--- src/rtl/vga_pwm_pkg.sv ---
`default_nettype none
// ============================================================================
// vga_pwm_pkg: dither mode encoding, idle phase and Bayer index helper.
// Revision: 1.0
// ============================================================================
package vga_pwm_pkg;

  typedef enum logic [1:0] {
    PWM_MODE_LINE     = 2'd0,
    PWM_MODE_BAYER    = 2'd1,
    PWM_MODE_TEMPORAL = 2'd2,
    PWM_MODE_RSVD     = 2'd3
  } pwm_mode_e;

  // Phase 3 never compares below a 2-bit LSB value, so it means "no boost".
  localparam logic [1:0] PWM_PHASE_IDLE = 2'd3;

  function automatic logic [1:0] bayer_idx(input logic x0, input logic y0);
    return {x0 ^ y0, y0};
  endfunction

endpackage
`default_nettype wire

--- src/rtl/vga_pwm_sync_edge.sv ---
`default_nettype none
// ============================================================================
// vga_pwm_sync_edge: registers one sync input and flags its rising/falling edge.
// Revision: 1.0
// ============================================================================
module vga_pwm_sync_edge (
  input  logic clk,
  input  logic reset_n,
  input  logic sync_i,
  output logic rise_o,
  output logic fall_o
);

  logic sync_q;

  always_ff @(posedge clk or negedge reset_n) begin
    if (!reset_n) begin
      sync_q <= 1'b0;
    end else begin
      sync_q <= sync_i;
    end
  end

  assign rise_o = sync_i & ~sync_q;
  assign fall_o = ~sync_i & sync_q;

endmodule
`default_nettype wire

--- src/rtl/vga_pwm_ctrl.sv ---
`default_nettype none
// ============================================================================
// vga_pwm_ctrl: dither phase scheduler with frame-aligned configuration shadows.
// Revision: 1.0
// ============================================================================
module vga_pwm_ctrl (
  input  logic       clk,
  input  logic       reset_n,
  input  logic       ce_pix,
  input  logic       de,
  input  logic       hsync,
  input  logic       vsync,
  input  logic       csync,
  input  logic       cfg_pwm_en,
  input  logic       cfg_csync_en,
  input  logic [1:0] cfg_mode,
  output logic       pwm_en,
  output logic [1:0] phase,
  output logic [1:0] frame,
  output logic       cfg_pending
);
  import vga_pwm_pkg::*;

  logic      pwm_en_q, pwm_en_d;
  logic      csync_en_q, csync_en_d;
  pwm_mode_e mode_q, mode_d;
  logic      x0_q, x0_d;
  logic      y0_q, y0_d;
  logic [1:0] frame_q, frame_d;
  logic [1:0] phase_q, phase_d;

  logic       w_ssync;
  logic       w_line_start;
  logic       w_frame_start;
  logic       w_unused_line_rise;
  logic       w_unused_frame_fall;
  logic       w_en_eff;
  logic [1:0] w_bayer;

  assign w_ssync = csync_en_q ? csync : hsync;

  vga_pwm_sync_edge u_line_edge (
    .clk     (clk),
    .reset_n (reset_n),
    .sync_i  (w_ssync),
    .rise_o  (w_unused_line_rise),
    .fall_o  (w_line_start)
  );

  vga_pwm_sync_edge u_frame_edge (
    .clk     (clk),
    .reset_n (reset_n),
    .sync_i  (vsync),
    .rise_o  (w_frame_start),
    .fall_o  (w_unused_frame_fall)
  );

  // Dropping cfg_pwm_en must silence the datapath on the very next clk.
  assign w_en_eff = pwm_en_q & cfg_pwm_en;
  assign w_bayer  = bayer_idx(x0_q, y0_q);

  always_comb begin
    pwm_en_d   = pwm_en_q;
    csync_en_d = csync_en_q;
    mode_d     = mode_q;
    x0_d       = x0_q;
    y0_d       = y0_q;
    frame_d    = frame_q;
    phase_d    = PWM_PHASE_IDLE;

    if (w_frame_start) begin
      pwm_en_d   = cfg_pwm_en;
      csync_en_d = cfg_csync_en;
      mode_d     = pwm_mode_e'(cfg_mode);
      frame_d    = frame_q + 2'd1;
    end
    if (!cfg_pwm_en) begin
      pwm_en_d = 1'b0;
    end

    if (w_line_start) begin
      x0_d = 1'b0;
    end else if (ce_pix && de) begin
      x0_d = ~x0_q;
    end

    if (w_frame_start) begin
      y0_d = 1'b0;
    end else if (w_line_start) begin
      y0_d = ~y0_q;
    end

    if (w_en_eff && !w_ssync) begin
      case (mode_q)
        PWM_MODE_BAYER:    phase_d = de ? w_bayer : PWM_PHASE_IDLE;
        PWM_MODE_TEMPORAL: phase_d = de ? (w_bayer + frame_q) : PWM_PHASE_IDLE;
        default:           phase_d = phase_q + 2'd1;
      endcase
    end
  end

  always_ff @(posedge clk or negedge reset_n) begin
    if (!reset_n) begin
      pwm_en_q   <= 1'b0;
      csync_en_q <= 1'b0;
      mode_q     <= PWM_MODE_LINE;
      x0_q       <= 1'b0;
      y0_q       <= 1'b0;
      frame_q    <= 2'd0;
      phase_q    <= PWM_PHASE_IDLE;
    end else begin
      pwm_en_q   <= pwm_en_d;
      csync_en_q <= csync_en_d;
      mode_q     <= mode_d;
      x0_q       <= x0_d;
      y0_q       <= y0_d;
      frame_q    <= frame_d;
      phase_q    <= phase_d;
    end
  end

  assign pwm_en      = pwm_en_q;
  assign phase       = phase_q;
  assign frame       = frame_q;
  assign cfg_pending = (cfg_pwm_en ^ pwm_en_q) | (cfg_csync_en ^ csync_en_q) |
                       (|(cfg_mode ^ mode_q));

endmodule
`default_nettype wire

--- config.mk ---
export PLATFORM = sky130hd
export DESIGN_NAME = vga_pwm_ctrl
export DESIGN_NICKNAME = d
export VERILOG_FILES = /design/src/rtl/vga_pwm_pkg.sv /design/src/rtl/vga_pwm_sync_edge.sv /design/src/rtl/vga_pwm_ctrl.sv
export SDC_FILE = /design/constraint.sdc
export NUM_CORES = 1
export LEC_CHECK = 0
export BUFFER_PORTS_ARGS = -buffer_cell sky130_fd_sc_hd__buf_2
export CORE_AREA = 2 2 39 41
export DETAILED_ROUTE_END_ITERATION = 6
export DIE_AREA = 0 0 41 43
export GPL_TIMING_DRIVEN = 0
export PLACE_DENSITY = 0.72
export SKIP_CTS_REPAIR_TIMING = 1
export SLEW_MARGIN = 20
export SYNTH_ARGS = -nofsm -noshare
export SYNTH_HDL_FRONTEND = slang
export SYNTH_SLANG_ARGS = --single-unit
--- constraint.sdc ---
create_clock -name clk -period 2.63 [get_ports clk]
set_input_delay 0.3945 -clock clk [delete_from_list [all_inputs] [get_ports clk]]
set_output_delay 0.3945 -clock clk [all_outputs]
set_load 0.005 [all_outputs]
==> impl_metrics.csv, run 1 <==
group,metric,value,unit
clock_tree,max-clock-path-buffers,2,
placement,port-buffer-count,16,
routing,detail_route.first_pass.iterations,4,
placement,dp_hpwl,814.8,µm
grt,grt_antenna_before_repair,0,
sta,grt_setup_unrepaired,"false",
sta,setup_total_negative_slack,0,ns
sta,final_hold_violation_count,0,
layout,syn_to_final_growth,23.93,%
yosys,synth_seq_area_share,0.4949,
run_status,status,"complete, no violations",
worst_setup_path,critPathCaptureType,"output port",
yosys,mappedNetlistNets,72,
floorplan,starting_density_of_the_core,0.4421,
yosys,netlist_top_cells_area,"dfrtp_1 (41%), dfstp_2 (8.6%), xor2_1 (8.6%), ha_1 (8.2%), xnor2_1 (7.2%)",
power,maximum_ir_drop_on_the_vdd_rail,0.4754,mV
sta,slew_viol_final,0,
yosys,synth-seq-cells,12,
clock_tree,clock_latency_of_the_later_clocked_register_in_the_worst_skew_pair,0.27,ns
floorplan,chipHeight,43,µm
worst_setup_path,arrival,1.61,ns
sta,worst_pin_slew,0.4169,ns
routing,dr_total_vias,462,
clock_tree,cts-root-buf,"clkbuf_4",
routing,drt.antenna.violating_nets,0,
floorplan,die_width,41,µm
yosys,asyncSetResetFlopFracSynth,1.000,
power,p_leak,0.3691,nW
yosys,synth_ff_type,"dfrtp_1",
worst_setup_path,critical_path.max_fanout,3,
routing,detail_route.vias_per_cell,4.915,
clock_tree,cts.sinks,12,
worst_setup_path,wp_data_required,2.24,ns
yosys,count_of_different_cell_masters_after_synthesis,20,
power,power-per-cell-area,799.2,nW/µm²
sta,period_needed,2.000,ns
layout,fin_nets,94,
clock_tree,cts-htree-levels,1,
grt,globalRouteTotalUtil,0.1551,
worst_setup_path,crit_type,"reg2out",
routing,detail_route.drc_violations,0,
yosys,yosysWarningCount,0,
clock_tree,cts_inserted_buffers,3,
sta,fin_crit_sh,0.7604,
min_path,hold_class,"in2reg",
yosys,number_of_instances_in_the_synthesized_netlist,57,
clock_tree,worst_setup_hold_path_clk_slew,0.08,ns
clock_tree,cts_tree,"yes",
yosys,yosysMostFrequentCell,"dfrtp_1",
layout,diodes,0,
floorplan,std_cell_rows,14,
yosys,netlist.area_leader.share,0.4090,
sta,relSlewSlack,0.7141,
yosys,synth_edf_count,0,
flow_run,cap_viol_max_count,0,
floorplan,num_io_pins,17,
floorplan,core_area,1384,µm²
floorplan,full_die_area,1763,µm²
yosys,synth_area_leader_cell,"dfrtp_1",
yosys,syn-cell-area,611.8,µm²
worst_setup_path,critPathLaunchType,"flip-flop",
grt,via_count_of_the_first_global_routing_pass,464,
routing,drtIter0Drc,8,
layout,layout-drive-gt1-share,0.3077,
grt,grt_first_pass_wirelength,1.828,mm
yosys,post_synth_most_frequent_cells,"dfrtp_1 (10), nand2_1 (9), xor2_1 (6)",
yosys,mean_post_synth_cell_area,10.73,µm²
routing,routed_wl,1.049,mm
layout,nFillCells,126,
placement,gp_congestion,0.7609,
sta,setup_viol,0,
grt,grt_residual_overflow,0,
routing,detail_route.wl_per_cell,11.16,µm
grt,grt_max_degree,13,
sta,max_clock_freq,500.0,MHz
sta,clock_skew,0.004953,ns
power,finalPower,0.0006060,W
==> kinds of logic after synthesis <==
kind of cell | share of synthesized area
buffers and inverters | 0.02658
AOI/OAI and AO/OA | 0.1063
and+or+nand+nor | 0.09816
muxes | 0.03476
DFF | 0.4949
xor gates and xnor gates | 0.1575
adders and majority gates | 0.08180
==> power breakdown <==
part / total [W] / internal, W / leakage, nW / switching (W)
Combinational: 0.000196 / 0.000106 / 0.206 / 0.0000902
Sequential: 0.000265 / 0.000225 / 0.142 / 0.0000404
Clock: 0.000145 / 0.0000841 / 0.0210 / 0.0000606
==> registers in the layout, indices dropped and copies added, names as in the netlist <==
signal               flops
frame                    2
mode_q                   2
u_frame_edge.sync_q      1
y0_q                     1
x0_q                     1
u_line_edge.sync_q       1
csync_en_q               1
phase                    2
pwm_en                   1
==> layout by cell type (no fill, tap or decap) <==
master	synthesis	final
dfrtp_1	10	10
ha_1	4	4
a21boi_1	1	1
clkbuf_8	0	1
dlygate4sd3_1	0	1
a21oi_1	1	1
nand2_1	9	9
o21ai_0	4	4
nor2_1	2	2
a311o_1	1	1
or4_1	1	1
o21a_1	2	2
clkbuf_4	0	3
mux2_2	1	1
nor2b_1	1	1
dfstp_2	2	2
nand3_1	1	1
buf_2	1	17
inv_1	3	3
mux2i_1	1	1
xnor2_1	5	5
a22oi_1	1	1
xor2_1	6	6
==> critical path, cell delays in order, from the launching register on <==
cell and delay (ns):
dfrtp_1 0.41, ha_1 0.28, or4_1 0.51, buf_2 0.14
==> routing by layer <==
metal	vias to the layer above	GRT usage	wire length, µm
met4	0	0.1200	34
met5	-	0	0
met3	4	0.01571	33
li1	231	-	-
met2	9	0.2281	534
met1	218	0.1966	447
==> per-stage QoR <==
step / hold slack, ns / area, µm² / std cells / util / setup slack, ns
global placement: 0.2830 / 711.9 / 89 / 0.5145 / 0.8287
finish: 0.2372 / 758.2 / 94 / 0.5479 / 0.6301
detailed placement: 0.2830 / 711.9 / 89 / 0.5145 / 0.7952
CTS: -0.01623 / 748.2 / 93 / 0.5407 / 0.6115
global route: 0.2239 / 758.2 / 94 / 0.5479 / 0.5783
floorplan: 0.09891 / 611.8 / 57 / - / 1.054
==> final timing paths <==
kind,from,slack (ns),cells after the start,to
max,pwm_en$_DFFE_PN0P_,0.63,3,cfg_pending
min,vsync,0.24,1,u_frame_edge.sync_q$_DFF_PN0_
max reg2reg,y0_q$_DFFE_PN0P_,1.16,5,phase[1]$_DFF_PN1_
min reg2reg,u_line_edge.sync_q$_DFF_PN0_,0.45,1,x0_q$_DFFE_PN0P_
max in group asynchronous,reset_n,1.82,2,phase[0]$_DFF_PN1_
min in group asynchronous,reset_n,0.54,2,mode_q[0]$_DFFE_PN0P_
==> area by class of cell <==
cell class / instances / area, µm² / area share
buffer: 1 / 5.005 / 0.006601
clock buffer: 4 / 36.28 / 0.04785
inverter: 3 / 11.26 / 0.01485
multi-input combinational: 41 / 292.8 / 0.3861
sequential: 12 / 302.8 / 0.3993
tap: 16 / 20.02 / 0.02640
timing repair buffer: 17 / 90.09 / 0.1188
Note: power is estimated with default switching activity, not from simulation.
==> run 2, diff against run 1 <==
CORE_AREA = default   (was 2 2 39 41)
CORE_MARGIN = 2   (was default)
CORE_UTILIZATION = 43   (was default)
DIE_AREA = default   (was 0 0 41 43)
PLACE_DENSITY = 0.7   (was 0.72)
clock period = 1.8 ns   (was 2.63 ns; I/O delays follow)
==> run 2 against run 1 <==
The run now ends with setup timing left; cell count shrank 2.1%; clock-buffer cell count shrank 1; utilization grew 1.6 points; combinational power grew 43%; clock power grew 11%; sequential cell count is the same; critical path depth is the same; clock skew shrank 0.0028 ns; sequential power grew 47%; sequential share of layout area grew 0.81 points.
==> impl_metrics.csv, run 2 (same netlist as run 1, synthesis figures left out) <==
group,metric,value,unit
floorplan,chipHeight,41.72,µm
power,maximum_ir_drop_on_the_vdd_rail,0.5974,mV
grt,grt_max_degree,13,
clock_tree,cts_tree,"yes",
placement,dp_worst_setup_slack,0.2314,ns
clock_tree,worst_setup_hold_path_clk_slew,0.07,ns
worst_setup_path,worst_r2r_startpoint,"frame[0]$_DFFE_PN0P_",
sta,max_clock_freq,545.7,MHz
floorplan,die_width,41.72,µm
routing,dr_total_vias,441,
sta,final_hold_violation_count,0,
clock_tree,clock_latency_of_the_later_clocked_register_in_the_worst_skew_pair,0.27,ns
layout,fin_nets,94,
grt,globalRouteTotalUtil,0.1345,
routing,detail_route.drc_violations,0,
placement,dp_hpwl,787.7,µm
worst_setup_path,wp_data_required,1.53,ns
min_path,hold_class,"in2reg",
clock_tree,cts_inserted_buffers,3,
sta,period_needed,1.833,ns
run_status,status,"finished, violations left",
layout,layout-drive-gt1-share,0.2987,
min_path,whs_path_depth,1,
sta,worst_pin_slew,0.4212,ns
sta,whs,0.1171,ns
floorplan,core_area,1318,µm²
routing,drt.antenna.violating_nets,0,
sta,setup_viol,1,
floorplan,starting_density_of_the_core,0.4644,
sta,clock_skew,0.002159,ns
flow_run,cap_viol_max_count,0,
worst_setup_path,cp-endpoint,"cfg_pending",
layout,area_used_by_multi_input_combinational_logic,292.8,µm²
grt,grt_first_pass_wirelength,1.718,mm
clock_tree,max-clock-path-buffers,2,
worst_setup_path,crit-reg2reg-capture,"phase[1]$_DFF_PN1_",
layout,layout.cells.most_common,"buf_2",
routing,routed_wl,1.006,mm
worst_setup_path,crit_type,"reg2out",
sta,fin_crit_sh,1.018,
worst_setup_path,critical_path.max_fanout,3,
clock_tree,cts.sinks,12,
power,p_leak,0.3619,nW
layout,most-common-layout-cells,"buf_2 (17), dfrtp_1 (10), nand2_1 (9), xor2_1 (6), xnor2_1 (5)",
run_status,violations,"setup timing",
layout,final_area,743.2,µm²
worst_setup_path,arrival,1.56,ns
floorplan,num_io_pins,17,
routing,detail_route.wl_per_cell,10.93,µm
sta,relSlewSlack,0.7112,
floorplan,full_die_area,1741,µm²
worst_setup_path,r2r_slack,0.37,ns
routing,detail_route.first_pass.iterations,2,
layout,nFillCells,120,
layout,syn_to_final_growth,21.47,%
layout,area.sequential,302.8,µm²
routing,detail_route.vias_per_cell,4.793,
sta,grt_setup_unrepaired,"true",
routing,drtIter0Drc,5,
grt,grt_residual_overflow,0,
worst_setup_path,timing.reg2reg.worst_path_depth,5,
sta,slew_viol_final,0,
power,power-per-cell-area,1117,nW/µm²
clock_tree,cts-root-buf,"clkbuf_4",
worst_setup_path,timing.critical_path.from,"pwm_en$_DFFE_PN0P_",
grt,grt_antenna_before_repair,0,
layout,diodes,0,
worst_setup_path,critPathCaptureType,"output port",
floorplan,std_cell_rows,13,
placement,gp_congestion,0.7414,
placement,placement.cell_area,710.7,µm²
worst_setup_path,critPathLaunchType,"flip-flop",
placement,port-buffer-count,16,
grt,via_count_of_the_first_global_routing_pass,418,
clock_tree,cts-htree-levels,1,
sta,final_critical_path_setup_slack,-0.03259,ns
==> run 2: cell count changes in the layout (fill, tap and decap cells not counted), sizes merged <==
cell and change:
clkbuf -1
==> run 2: routing by layer <==
metal / wire length (µm) / vias up / GRT usage
met3: 31 / 2 / 0.03913
met2: 465 / 9 / 0.2031
met4: 11 / 0 / 0.09677
li1: - / 234 / -
met5: 0 / - / 0
met1: 497 / 196 / 0.1616
==> run 2: through the flow <==
| step | setup TNS (ns) | util | instances | power [W] |
|---|---|---|---|---|
| final | -0.03259 | 0.5641 | 92 | 0.0008301 |
| after global routing | -0.1190 | 0.5641 | 92 | 0.0008931 |
| after CTS | -0.06717 | 0.5565 | 91 | 0.0008399 |
| after detailed placement | 0 | 0.5394 | 88 | 0.0006763 |
| after global placement | 0 | 0.5394 | 88 | 0.0006681 |
| after floorplan | 0 | - | 57 | 0.0005934 |
==> run 2: power breakdown <==
part	leakage (nW)	internal (W)	switching (W)
clock	0.0138	0.0000774	0.0000836
combinational	0.206	0.000156	0.000124
sequential	0.142	0.000328	0.0000611
==> run 2: worst min path at each step <==
stage | end | start
5_1_grt | u_frame_edge.sync_q$_DFF_PN0_ | vsync
3_5_place_dp | u_frame_edge.sync_q$_DFF_PN0_ | reset_n
2_1_floorplan | csync_en_q$_DFFE_PN0P_ | reset_n
6_report | u_frame_edge.sync_q$_DFF_PN0_ | vsync
3_3_place_gp | u_frame_edge.sync_q$_DFF_PN0_ | reset_n
4_1_cts | u_frame_edge.sync_q$_DFF_PN0_ | reset_n
==> run 2: worst max-delay path: stages (launching register included) <==
cell and delay [ns]:
dfrtp_1 0.40, ha_1 0.27, or4_1 0.49, buf_2 0.14
==> run 2: cell type report <==
type | instances | area share
plain buffers | 1 | 0.006734
clock buffers | 3 | 0.03030
inverters | 3 | 0.01515
multi-input cells | 41 | 0.3939
flip-flops and latches | 12 | 0.4074
well taps | 15 | 0.02525
repair buffers | 17 | 0.1212
